==> src/rtl/dmem_port_arbiter.sv <==
`default_nettype none
// ============================================================================
// Module      : dmem_port_arbiter
// Description : Shares the single data-memory port between the CPU memory
//               stage and the external word loader. Stores complete in the
//               grant cycle, loads return one cycle later (RD_WAIT). The
//               loader normally yields to the CPU, but a starvation counter
//               forces a loader grant once it has waited STARVE_MAX cycles.
// Revision    : 1.0 - initial release
// ----------------------------------------------------------------------------
// Ports
//   sys_clk, sys_arstn          clock (rising edge), async active-low reset
//   cpu_req/we/ctrl/addr/wdata  CPU access request, held until cpu_ack
//   cpu_ack, cpu_rdata          completion pulse, load data (held after)
//   cpu_stall                   cpu_req & ~cpu_ack
//   ldr_valid/addr/data         loader word write request
//   ldr_ready                   loader handshake (transfer on valid&ready)
//   mem_en/we/ctrl/addr/wdata   data-memory port outputs
//   mem_rdata                   memory read data, one cycle after read strobe
//   busy                        a load is waiting for its data
//   conflict_cnt                saturating count of IDLE cycles with both
//                               requesters pending
// ============================================================================
module dmem_port_arbiter #(
  parameter int                ADDR_W     = 32,
  parameter int                DATA_W     = 32,
  parameter int                LDR_AW     = 5,
  parameter int                CTRL_W     = 8,
  parameter logic [CTRL_W-1:0] LDR_CTRL   = 'h0C,
  parameter int                STARVE_MAX = 4,
  parameter int                CNT_W      = 16
) (
  input  logic              sys_clk,
  input  logic              sys_arstn,
  input  logic              cpu_req,
  input  logic              cpu_we,
  input  logic [CTRL_W-1:0] cpu_ctrl,
  input  logic [ADDR_W-1:0] cpu_addr,
  input  logic [DATA_W-1:0] cpu_wdata,
  output logic              cpu_ack,
  output logic [DATA_W-1:0] cpu_rdata,
  output logic              cpu_stall,
  input  logic              ldr_valid,
  input  logic [LDR_AW-1:0] ldr_addr,
  input  logic [DATA_W-1:0] ldr_data,
  output logic              ldr_ready,
  output logic              mem_en,
  output logic              mem_we,
  output logic [CTRL_W-1:0] mem_ctrl,
  output logic [ADDR_W-1:0] mem_addr,
  output logic [DATA_W-1:0] mem_wdata,
  input  logic [DATA_W-1:0] mem_rdata,
  output logic              busy,
  output logic [CNT_W-1:0]  conflict_cnt
);

  // Starvation counter only needs to reach STARVE_MAX; keep at least 1 bit.
  localparam int               SC_W         = (STARVE_MAX < 1) ? 1 : $clog2(STARVE_MAX + 1);
  localparam logic [SC_W-1:0]  c_starve_max = SC_W'(STARVE_MAX);
  localparam logic [CNT_W-1:0] c_cnt_max    = '1;

  typedef enum logic [0:0] {
    IDLE    = 1'b0,
    RD_WAIT = 1'b1
  } state_t;

  state_t            r_state;
  state_t            w_state_nxt;
  logic [DATA_W-1:0] r_rdata_q;
  logic [SC_W-1:0]   r_starve_cnt;
  logic [CNT_W-1:0]  r_conflict_cnt;
  logic              w_ldr_grant;

  // --------------------------------------------------------------------------
  // Next state and port steering. Everything is qualified by sys_arstn so all
  // outputs read zero while reset is held, even with requests asserted.
  // --------------------------------------------------------------------------
  always_comb begin
    w_state_nxt = r_state;
    w_ldr_grant = 1'b0;
    cpu_ack     = 1'b0;
    cpu_rdata   = r_rdata_q;
    ldr_ready   = 1'b0;
    mem_en      = 1'b0;
    mem_we      = 1'b0;
    mem_ctrl    = '0;
    mem_addr    = '0;
    mem_wdata   = '0;

    if (sys_arstn) begin
      case (r_state)
        IDLE: begin
          w_ldr_grant = ldr_valid & (~cpu_req | (r_starve_cnt >= c_starve_max));
          if (w_ldr_grant) begin
            ldr_ready = 1'b1;
            mem_en    = 1'b1;
            mem_we    = 1'b1;
            mem_ctrl  = LDR_CTRL;
            mem_addr  = ADDR_W'({ldr_addr, 2'b00});
            mem_wdata = ldr_data;
          end else if (cpu_req) begin
            mem_en    = 1'b1;
            mem_we    = cpu_we;
            mem_ctrl  = cpu_ctrl;
            mem_addr  = cpu_addr;
            mem_wdata = cpu_wdata;
            // Stores retire in the grant cycle; loads wait for the data.
            if (cpu_we) begin
              cpu_ack = 1'b1;
            end else begin
              w_state_nxt = RD_WAIT;
            end
          end
        end
        RD_WAIT: begin
          cpu_ack     = 1'b1;
          cpu_rdata   = mem_rdata;
          w_state_nxt = IDLE;
        end
        default: w_state_nxt = IDLE;
      endcase
    end
  end

  assign cpu_stall    = sys_arstn & cpu_req & ~cpu_ack;
  assign busy         = (r_state != IDLE);
  assign conflict_cnt = r_conflict_cnt;

  // --------------------------------------------------------------------------
  // State, captured load data, starvation and conflict counters.
  // --------------------------------------------------------------------------
  always_ff @(posedge sys_clk or negedge sys_arstn) begin
    if (!sys_arstn) begin
      r_state        <= IDLE;
      r_rdata_q      <= '0;
      r_starve_cnt   <= '0;
      r_conflict_cnt <= '0;
    end else begin
      r_state <= w_state_nxt;

      if (r_state == RD_WAIT) begin
        r_rdata_q <= mem_rdata;
      end

      if (ldr_valid && ldr_ready) begin
        r_starve_cnt <= '0;
      end else if (ldr_valid && (r_starve_cnt < c_starve_max)) begin
        r_starve_cnt <= r_starve_cnt + SC_W'(1);
      end

      if ((r_state == IDLE) && cpu_req && ldr_valid && (r_conflict_cnt != c_cnt_max)) begin
        r_conflict_cnt <= r_conflict_cnt + CNT_W'(1);
      end
    end
  end

endmodule
`default_nettype wire

==> config.mk <==
export PLATFORM = sky130hd
export DESIGN_NAME = dmem_port_arbiter
export DESIGN_NICKNAME = d
export VERILOG_FILES = /design/src/rtl/dmem_port_arbiter.sv
export SDC_FILE = /design/constraint.sdc
export NUM_CORES = 1
export LEC_CHECK = 0
export ABC_AREA = 0
export CAP_MARGIN = 20
export CELL_PAD_IN_SITES_DETAIL_PLACEMENT = 0
export CELL_PAD_IN_SITES_GLOBAL_PLACEMENT = 2
export CORE_AREA = 2 2 107 109
export DETAILED_ROUTE_END_ITERATION = 8
export DIE_AREA = 0 0 109 111
export DONT_BUFFER_PORTS = 1
export PLACE_DENSITY = 0.75
export RECOVER_POWER = 100
export SLEW_MARGIN = 15
export SYNTH_ARGS = -nofsm -noshare
export SYNTH_HDL_FRONTEND = slang
export SYNTH_SLANG_ARGS = --single-unit
==> constraint.sdc <==
create_clock -name sys_clk -period 4.2 [get_ports sys_clk]
set_clock_uncertainty 0.15 [all_clocks]
set_input_delay 0.84 -clock sys_clk [delete_from_list [all_inputs] [get_ports sys_clk]]
set_output_delay 0.84 -clock sys_clk [all_outputs]
set_load 0.02 [all_outputs]
==> results of run 1 <==
## area by class of cell
| class | instances | share of cell area, % |
|---|---|---|
| clock inverters | 2 | 1.11 |
| multi-input cells | 220 | 51.5 |
| flip-flops and latches | 52 | 37.3 |
| well taps | 143 | 5.13 |
| clock buffers | 6 | 3.69 |
| inverters | 4 | 0.430 |
| repair buffers | 3 | 0.896 |
## kinds of logic (layout without fill, tap and decap cells)
logic type               count (synthesis)  after routing  synth area share [%]
AO/OA/AOI/OAI                           48             48                  12.4
XOR/XNOR                                12             12                  3.27
adder cells (fa/ha/maj)                  2              2                 0.779
buffers and inverters                   28             15                  3.47
flip-flops                              52             52                  40.5
multiplexers                            67             67                  23.6
AND/OR/NAND/NOR                         91             91                  16.0
## worst register-to-register path, delay by kind of cell (launching register included)
family | cells | cell delay, ps
flops | 1 | 540
simple gates | 3 | 1100
mux | 1 | 320
fa+ha+maj | 1 | 340
## how the worst max path moves through the flow
stage / from / end / slack (ps) / cells after the start
5_1_grt: busy$_DFFE_PN0P_ / mem_ctrl[1] / 470 / 4
4_1_cts: busy$_DFFE_PN0P_ / mem_wdata[3] / 850 / 3
3_5_place_dp: cpu_req / mem_wdata[3] / 940 / 4
3_3_place_gp: cpu_req / mem_wdata[3] / 970 / 4
6_report: busy$_DFFE_PN0P_ / mem_ctrl[1] / 700 / 4
2_1_floorplan: sys_arstn / mem_wdata[24] / 980 / 5
## power groups by stage
stage,clock (mW),sequential [mW],combinational (mW)
after floorplan,0,0.784,0.740
after global placement,0,0.819,0.811
after global routing,0.519,0.840,0.831
after CTS,0.498,0.819,0.830
after detailed placement,0,0.826,0.830
final,0.476,0.813,0.767
## cell usage after synthesis, types with 3 or more instances
master,instances
nand3_1,6
mux2_2,66
nor2_1,12
a22o_1,38
and3_1,5
inv_1,4
a21oi_1,3
xnor2_1,8
buf_1,3
xor2_1,4
buf_2,5
dfrtp_1,52
and2_1,33
clkbuf_1,16
nand2_1,14
nand4_1,9
## layer usage
layer  global-route usage (%)  wire [um]  part of all wire (%)
met1                     19.0       3840                    39
met2                     24.9       4760                    48
met3                     5.76       1170                    12
met4                     4.53        182                   1.8
met5                        0          0                     0
## registers in the layout, summed over array words and instances, names as in the netlist
register,cells
busy,1
conflict_cnt,16
r_rdata_q,32
r_starve_cnt,3
## metrics by stage
step | utilization (%) | setup slack (ps)
floorplan | - | 984
global placement | 30.1 | 967
detailed placement | 30.1 | 937
CTS | 31.7 | 849
global route | 31.5 | 471
finish | 31.5 | 702
==> results.md, run 1 <==
- Status: finished, final reports clean
- Crit path cell chain: nor2b_1 > and3_1 > buf_12 > and2_0
- Post-cts sizing count: 0
- Post-Syn Instances: 300
- Largest cells by area after synthesis: dfrtp_1, mux2_2, a22o_1, and2_1, xnor2_1
- Number of global-route vias before repair: 2427
- Layout cells sized above 1: 11.8%
- Vias/cell: 5.65
- DP Wirelength: 7860 um
- Clock power frac: 23.1%
- CTS tree: built
- Maximum number of pins on one net before global-route repair: 91
- Startpoint types: register
- Reg power frac: 39.5%
- Final Hold Vio Count: 0
- CTS Buffer Depth: 2
- Area leader, netlist: dfrtp_1
- Clock sinks: 52
- Switching part of the total power: 41.0%
- Static Leakage: 1.39 nW
- Final Slew Violations: 0
- P_int: 1.21 mW
- Worst-path fanout max: 51
- Fin area: 3490 sq um
- EDFF count, synth: 0
- Post-CTS Setup Repair Bufs: 0
- DRC: 0
- Fin crit period: 3500 ps
- Delay of the slowest critical-path stage: 620 ps
- PwrDens: 589 nW/um^2
- Area post-placement: 3340 sq um
- Site Rows: 39
- Clock slew at reported path FFs: 70 ps
- Setup tns final: 0 ps
- H-tree levels: 2
- Most common cell after layout, fill and taps aside: dfrtp_1
- CTS Hold Bufs: 0
- Mean post-synth cell area: 10.7 sq um
- GP Congestion: 0.768
- Global-route wire length before repair: 14100 um
- CP max-delay cell: and3_1
- Async SR Flop Fraction: 100%
- Area delta synth->final: 8.73%
- Total track usage: 15.4%
- Root Driver: clkbuf_16
- Die W: 109 um
- R2r setup slk: 1620 ps
- Most frequent cells in the layout: dfrtp_1, mux2_1, a22o_1, and2_0, mux2_2
- Die Ht: 111 um
- Setup Crit Path Kind: reg2out
- RSZ-0062 raised after global routing: no
- Slew @ Worst Pin: 975 ps
- Non-Filler Instances: 430
- Top delay family on crit path: simple AND/OR/NAND/NOR gates
- Worst-Skew Late Latency: 290 ps
- Total Wirelength: 9960 um
- Worst reg2reg path depth: 5
- Wire per inst: 23.2 um
- Max-cap violations: 0
- Multi-input gate area: 1800 sq um
- Predominant post-synthesis flop cell: dfrtp_1
- Reg2reg end: conflict_cnt[1]$_DFFE_PN0P_
- Die Area: 12100 sq um
- FILL cells: 1147
- Setup-failing EPs final: 0
- Core box area: 11100 sq um
- Fmax: 0.286 GHz
- Slew HR: 34.9%
- Final ANT Viol Nets: 0
- Initial antenna violation count: 0
- Nets@finish: 434
- Reg-to-Reg Start: conflict_cnt[1]$_DFFE_PN0P_
- #FFs+latches synth: 52
- Psw: 843 uW
- Via count: 2431
- Register area share after synthesis: 40.5%
- Cell count after placement: 422
- Initial Util: 29.0%
- Synth Cell Area: 3210 sq um
- FF+latch area: 1300 sq um
- Worst endpoint required time: 3210 ps
- Hold WS: 89.8 ps
- Arrival @ worst endpoint: 2510 ps
- TritonCTS Buffers: 5
- Count of cell types in the netlist: 34
- Ys Warns: 0
- DRT iter0 DRCs: 156
- Grt ovf: 0
- I/O pin total: 272
- Share of the synthesized area in the top cell type: 40.5%
- Hold WC Path Type: in2async
- Port Buf Inserts: 0
- Period utilization: 83.3%
- Power share of the combinational group: 37.3%
- Diodes inserted: 0
- Overall power: 2.06 mW
- Net count after synthesis: 448
- CP Capture Type: output pin
- Max IR drop VDD: 0.000264 V
- WP buf/inv: 1
- Drt pass-1 iters: 4
(Power assumes the default switching activity.)
==> inputs of run 2 (changes only) <==
CORE_AREA = 2 2 105 107   (was 2 2 107 109)
DIE_AREA = 0 0 107 109   (was 0 0 109 111)
PLACE_DENSITY = 0.77   (was 0.75)
clock period = 3.24 ns   (was 4.2 ns; I/O delays follow)
==> results.md, run 2 (same netlist as run 1, synthesis figures left out) <==
- DP Wirelength: 8770 um (was 7860 um)
- GP Congestion: 0.759 (was 0.768)
- FILL cells: 1096 (was 1147)
- Wire per inst: 25.5 um (was 23.2 um)
- Area delta synth->final: 9.27% (was 8.73%)
- Fin area: 3510 sq um (was 3490 sq um)
- Root Driver: clkbuf_8 (was clkbuf_16)
- Number of global-route vias before repair: 2495 (was 2427)
- Initial Util: 30.3% (was 29.0%)
- Vias/cell: 5.59 (was 5.65)
- Arrival @ worst endpoint: 2320 ps (was 2510 ps)
- Core box area: 10600 sq um (was 11100 sq um)
- Slew @ Worst Pin: 2340 ps (was 975 ps)
- Power share of the combinational group: 41.7% (was 37.3%)
- Most common cell after layout, fill and taps aside: dfrtp_1 (unchanged)
- Final design utilization: 33.1% (was 31.5%)
- Total Wirelength: 11200 um (was 9960 um)
- Hold WC Path Type: in2reg (was in2async)
- Slew HR: -56.3% (was 34.9%)
- Setup-failing EPs final: 0 (unchanged)
- Period utilization: 96.2%
- Worst-path fanout max: 40 (was 51)
- Final Slew Violations: 53 (was 0)
- CP Capture Type: output pin (unchanged)
- Site Rows: 38 (was 39)
- Area post-placement: 3430 sq um (was 3340 sq um)
- CTS tree: built (unchanged)
- Via count: 2466 (was 2431)
- Static Leakage: 1.42 nW (was 1.39 nW)
- Post-cts sizing count: 0 (unchanged)
- Global-route wire length before repair: 15500 um (was 14100 um)
- Reg power frac: 42.0% (was 39.5%)
- Switching part of the total power: 44.0% (was 41.0%)
- RSZ-0062 raised after global routing: no (unchanged)
- Layout cells sized above 1: 17.1% (was 11.8%)
- TritonCTS Buffers: 5 (unchanged)
- Die Ht: 109 um (was 111 um)
- Worst endpoint required time: 2440 ps (was 3210 ps)
- Worst-Skew Late Latency: 320 ps (was 290 ps)
- P_int: 1.40 mW (was 1.21 mW)
- Fin crit period: 3120 ps
- Final ANT Viol Nets: 0 (unchanged)
- DRC: 0 (unchanged)
- DRT iter0 DRCs: 185 (was 156)
- Die W: 107 um (was 109 um)
- Psw: 1.10 mW (was 843 uW)
- Port Buf Inserts: 0 (unchanged)
- CTS Buffer Depth: 2 (unchanged)
- Largest Register: r_rdata_q (unchanged)
- Clock power frac: 16.3% (was 23.1%)
- PwrDens: 711 nW/um^2 (was 589 nW/um^2)
- Status: finished with violations (was finished, final reports clean)
- Clock slew at reported path FFs: 110 ps (was 70 ps)
- Most frequent cells in the layout: dfrtp_1, mux2_1, a22o_1, and2_0, mux2_2 (unchanged)
- Final Hold Vio Count: 0 (unchanged)
- Die Area: 11700 sq um (was 12100 sq um)
- Maximum number of pins on one net before global-route repair: 71 (was 91)
- I/O pin total: 272 (unchanged)
- Setup Crit Path Kind: reg2out (unchanged)
- Max FFs per register: 32 (unchanged)
- Overall power: 2.49 mW (was 2.06 mW)
- Clock sinks: 52 (unchanged)
- Violated checks: max-capacitance violations, max-slew violations
- Max-cap violations: 1 (was 0)
- H-tree levels: 2 (unchanged)
- Startpoint types: register (unchanged)
- Grt ovf: 0 (unchanged)
- Drt pass-1 iters: 4 (unchanged)
- Total track usage: 18.0% (was 15.4%)
- Nets@finish: 446 (was 434)
- Setup tns final: 0 ps (unchanged)
- Post-CTS Setup Repair Bufs: 0 (unchanged)
- Max IR drop VDD: 0.000360 V (was 0.000264 V)
- Initial antenna violation count: 2 (was 0)
- Fmax: 0.321 GHz
run 2: power by group through the flow:
stage,Sequential [mW],Combinational (mW),Clock [mW]
final,1.05,1.04,0.406
after global routing,1.08,1.12,0.453
after CTS,1.06,1.13,0.432
after detailed placement,1.07,1.11,0
after global placement,1.05,1.08,0
after floorplan,1.02,0.959,0
run 2: cell type report:
type	count	area, sq um	share of cell area, %
diodes	2	5.00	0.143
clock buffers	6	82.6	2.35
clock inverters	2	13.8	0.392
inverters	4	15.0	0.428
multi-input cells	220	1800	51.2
flip-flops and latches	52	1300	37.1
well taps	140	175	4.99
repair buffers	15	116	3.32
run 2: path summary, 6_finish.rpt:
kind / to / from / slack [ps] / depth (start not counted)
worst max-delay path: mem_wdata[23] / busy$_DFFE_PN0P_ / 120 / 4
worst min-delay path: busy$_DFFE_PN0P_ / cpu_we / 270 / 1
worst max register to register: conflict_cnt[1]$_DFFE_PN0P_ / conflict_cnt[0]$_DFFE_PN0P_ / 730 / 5
worst min register to register: r_rdata_q[9]$_DFF_PN0_ / r_rdata_q[9]$_DFF_PN0_ / 360 / 1
max in group asynchronous: busy$_DFFE_PN0P_ / sys_arstn / 540 / 1
min in group asynchronous: conflict_cnt[13]$_DFFE_PN0P_ / sys_arstn / 910 / 1
run 2: timing repair:
item / 4_1_cts / 5_1_grt
setup endpoints to repair: 0 / 0
hold buffers: 1 / 0
hold endpoints to repair: 52 / 0
run 2: through the flow:
| step | std cells | hold WS, ps | setup slack, ps |
|---|---|---|---|
| 2_1_floorplan | 300 | 202 | 408 |
| 3_3_place_gp | 430 | 204 | 257 |
| 3_5_place_dp | 430 | 205 | 272 |
| 4_1_cts | 439 | 26.1 | 111 |
| 5_1_grt | 439 | 249 | 8.20 |
| 6_report | 441 | 265 | 124 |
run 2: metal layers:
layer	global-route usage [%]	vias to the layer above	wire length, um
li1	-	1084	-
met1	21.6	1215	4280
met2	30.3	154	5670
met3	6.75	11	1110
met4	4.73	2	174
met5	0	-	12
run 2: worst max-delay path, stage by stage (launching register included):
cell and delay [ps]:
dfrtp_2 410, nand2b_1 250, nor2_4 850, a22o_1 270, clkbuf_2 180
==> inputs of run 3 (changes only) <==
CORE_AREA = 2 2 107 109   (was 2 2 105 107)
DIE_AREA = 0 0 109 111   (was 0 0 107 109)
GPL_TIMING_DRIVEN = 0   (was not set)
PLACE_DENSITY = 0.75   (was 0.77)
clock period = 3.6 ns   (was 3.24 ns; I/O delays follow)
==> results.md, run 3 (same netlist as run 1, synthesis figures left out) <==
- Status: finished with violations (unchanged)
- Violated checks: max-capacitance violations, max-slew violations (unchanged)
- Wire per inst: 22.5 um (was 25.5 um)
- I/O pin total: 272 (unchanged)
- Psw: 1.01 mW (was 1.10 mW)
- Arrival @ worst endpoint: 2540 ps (was 2320 ps)
- Hold WC Path Type: reg2reg (was in2reg)
- Drt pass-1 iters: 4 (unchanged)
- Max IR drop VDD: 0.000406 V (was 0.000360 V)
- RSZ-0062 raised after global routing: no (unchanged)
- Worst-path fanout max: 10 (was 40)
- Die W: 109 um (was 107 um)
- Root Driver: clkbuf_16 (was clkbuf_8)
- Setup-failing EPs final: 0 (unchanged)
- Switching part of the total power: 42.6% (was 44.0%)
- GP Congestion: 0.749 (was 0.759)
- Most frequent cells in the layout: dfrtp_1, mux2_1, a22o_1, and2_0 (was dfrtp_1, mux2_1, a22o_1, and2_0, mux2_2)
- Most common cell after layout, fill and taps aside: dfrtp_1 (unchanged)
- Clock power frac: 21.0% (was 16.3%)
- Max-cap violations: 1 (unchanged)
- PwrDens: 668 nW/um^2 (was 711 nW/um^2)
- Initial Util: 29.0% (was 30.3%)
- Maximum number of pins on one net before global-route repair: 53 (was 71)
- Die Area: 12100 sq um (was 11700 sq um)
- DRC: 0 (unchanged)
- CTS Buffer Depth: 2 (unchanged)
- Core box area: 11100 sq um (was 10600 sq um)
- Post-CTS Setup Repair Bufs: 0 (unchanged)
- Worst-Skew Late Latency: 300 ps (was 320 ps)
- Slew HR: -62.2% (was -56.3%)
- Final ANT Viol Nets: 0 (unchanged)
- Vias/cell: 5.44 (was 5.59)
- Worst endpoint required time: 2730 ps (was 2440 ps)
- Via count: 2458 (was 2466)
- Reg power frac: 40.1% (was 42.0%)
- Max FFs per register: 32 (unchanged)
- Diodes inserted: 0 (was 2)
- CP Capture Type: output pin (unchanged)
- Total track usage: 16.1% (was 18.0%)
- Fmax: 0.294 GHz
- Worst reg2reg path depth: 6 (was 5)
- Site Rows: 39 (was 38)
- Static Leakage: 1.42 nW (about the same)
- FILL cells: 1146 (was 1096)
- Power share of the combinational group: 38.9% (was 41.7%)
- Total Wirelength: 10200 um (was 11200 um)
- Hold path cells: 1 (unchanged)
- Number of global-route vias before repair: 2457 (was 2495)
- Slew @ Worst Pin: 2430 ps (was 2340 ps)
- Final design utilization: 32.0% (was 33.1%)
- Hold WS: 351 ps (was 265 ps)
- Setup tns final: 0 ps (unchanged)
- Die Ht: 111 um (was 109 um)
- Final Hold Vio Count: 0 (unchanged)
- CTS tree: built (unchanged)
- Nets@finish: 456 (was 446)
- Clock sinks: 52 (unchanged)
- TritonCTS Buffers: 5 (unchanged)
- DRT iter0 DRCs: 85 (was 185)
- H-tree levels: 2 (unchanged)
- Layout cells sized above 1: 11.0% (was 17.1%)
- Period utilization: 94.6%
- Final Slew Violations: 53 (unchanged)
- Area delta synth->final: 10.4% (was 9.27%)
- P_int: 1.36 mW (was 1.40 mW)
- DP Wirelength: 8150 um (was 8770 um)
- Grt ovf: 0 (unchanged)
- Clock slew at reported path FFs: 70 ps (was 110 ps)
- Global-route wire length before repair: 14600 um (was 15500 um)
- Fin crit period: 3410 ps
- Initial antenna violation count: 0 (was 2)
- Port Buf Inserts: 0 (unchanged)
- Startpoint types: register (unchanged)
- Setup Crit Path Kind: reg2out (unchanged)
- Overall power: 2.37 mW (was 2.49 mW)
- Largest Register: r_rdata_q (unchanged)
run 3: cell types whose count changed in the layout (fill, tap and decap cells not counted), moves of 4 or more:
| cell | delta |
|---|---|
| clkbuf_1 | +16 |
| mux2_1 | +9 |
| mux2_2 | -9 |
| buf_4 | -6 |
| clkbuf_16 | +5 |
| clkbuf_8 | -5 |
| buf_2 | +4 |
run 3: power by group through the flow:
stage | logic [mW] | clock network (mW) | registers (mW)
global route | 1.00 | 0.531 | 0.978
floorplan | 0.863 | 0 | 0.914
global placement | 0.967 | 0 | 0.957
finish | 0.921 | 0.498 | 0.949
detailed placement | 0.985 | 0 | 0.963
CTS | 1.00 | 0.511 | 0.956
run 3: timing repair:
action | in CTS | in global routing
setup endpoints to repair | 9 | 31
gates resized for setup | 2 | 5
hold buffers | 1 | 0
hold endpoints to repair | 52 | 0
run 3: layer usage:
layer	vias up	wire length [um]	global-route usage [%]
li1	1110	-	-
met1	1196	4090	19.5
met2	148	5020	26.9
met3	4	983	5.58
met4	0	78	4.19
met5	-	0	0
run 3: final timing paths:
path                                              from                           end  slack [ps]
max                                   busy$_DFFE_PN0P_                     cpu_stall         190
min                            r_rdata_q[30]$_DFF_PN0_       r_rdata_q[30]$_DFF_PN0_         350
max reg2reg                conflict_cnt[0]$_DFFE_PN0P_   conflict_cnt[1]$_DFFE_PN0P_        1120
min reg2reg                    r_rdata_q[30]$_DFF_PN0_       r_rdata_q[30]$_DFF_PN0_         350
max in group asynchronous                    sys_arstn       r_rdata_q[26]$_DFF_PN0_         700
min in group asynchronous                    sys_arstn  conflict_cnt[15]$_DFFE_PN0P_        1220
run 3: area by class of cell:
cell class	instances	area, sq um	area share [%]
Multi-Input combinational cell	220	1790	50.5
Sequential cell	52	1300	36.7
Tap cell	143	179	5.05
Clock buffer	7	143	4.02
Buffer	24	98.8	2.79
Inverter	4	15.0	0.423
Timing Repair Buffer	1	10.0	0.282
Clock inverter	1	7.51	0.212
run 3: stage by stage:
| stage | area, sq um | cells | setup WS [ps] |
|---|---|---|---|
| 6_report | 3550 | 452 | 195 |
| 5_1_grt | 3550 | 452 | 3.72 |
| 4_1_cts | 3570 | 452 | 79.5 |
| 3_5_place_dp | 3390 | 443 | -90.2 |
| 3_3_place_gp | 3390 | 443 | -52.4 |
| 2_1_floorplan | 3210 | 300 | 624 |
run 3: critical path: stages, from the launching register on:
cell and delay [ps]:
dfrtp_1 550, buf_2 290, clkbuf_1 480, inv_1 130, a21boi_1 510, nor2_1 280
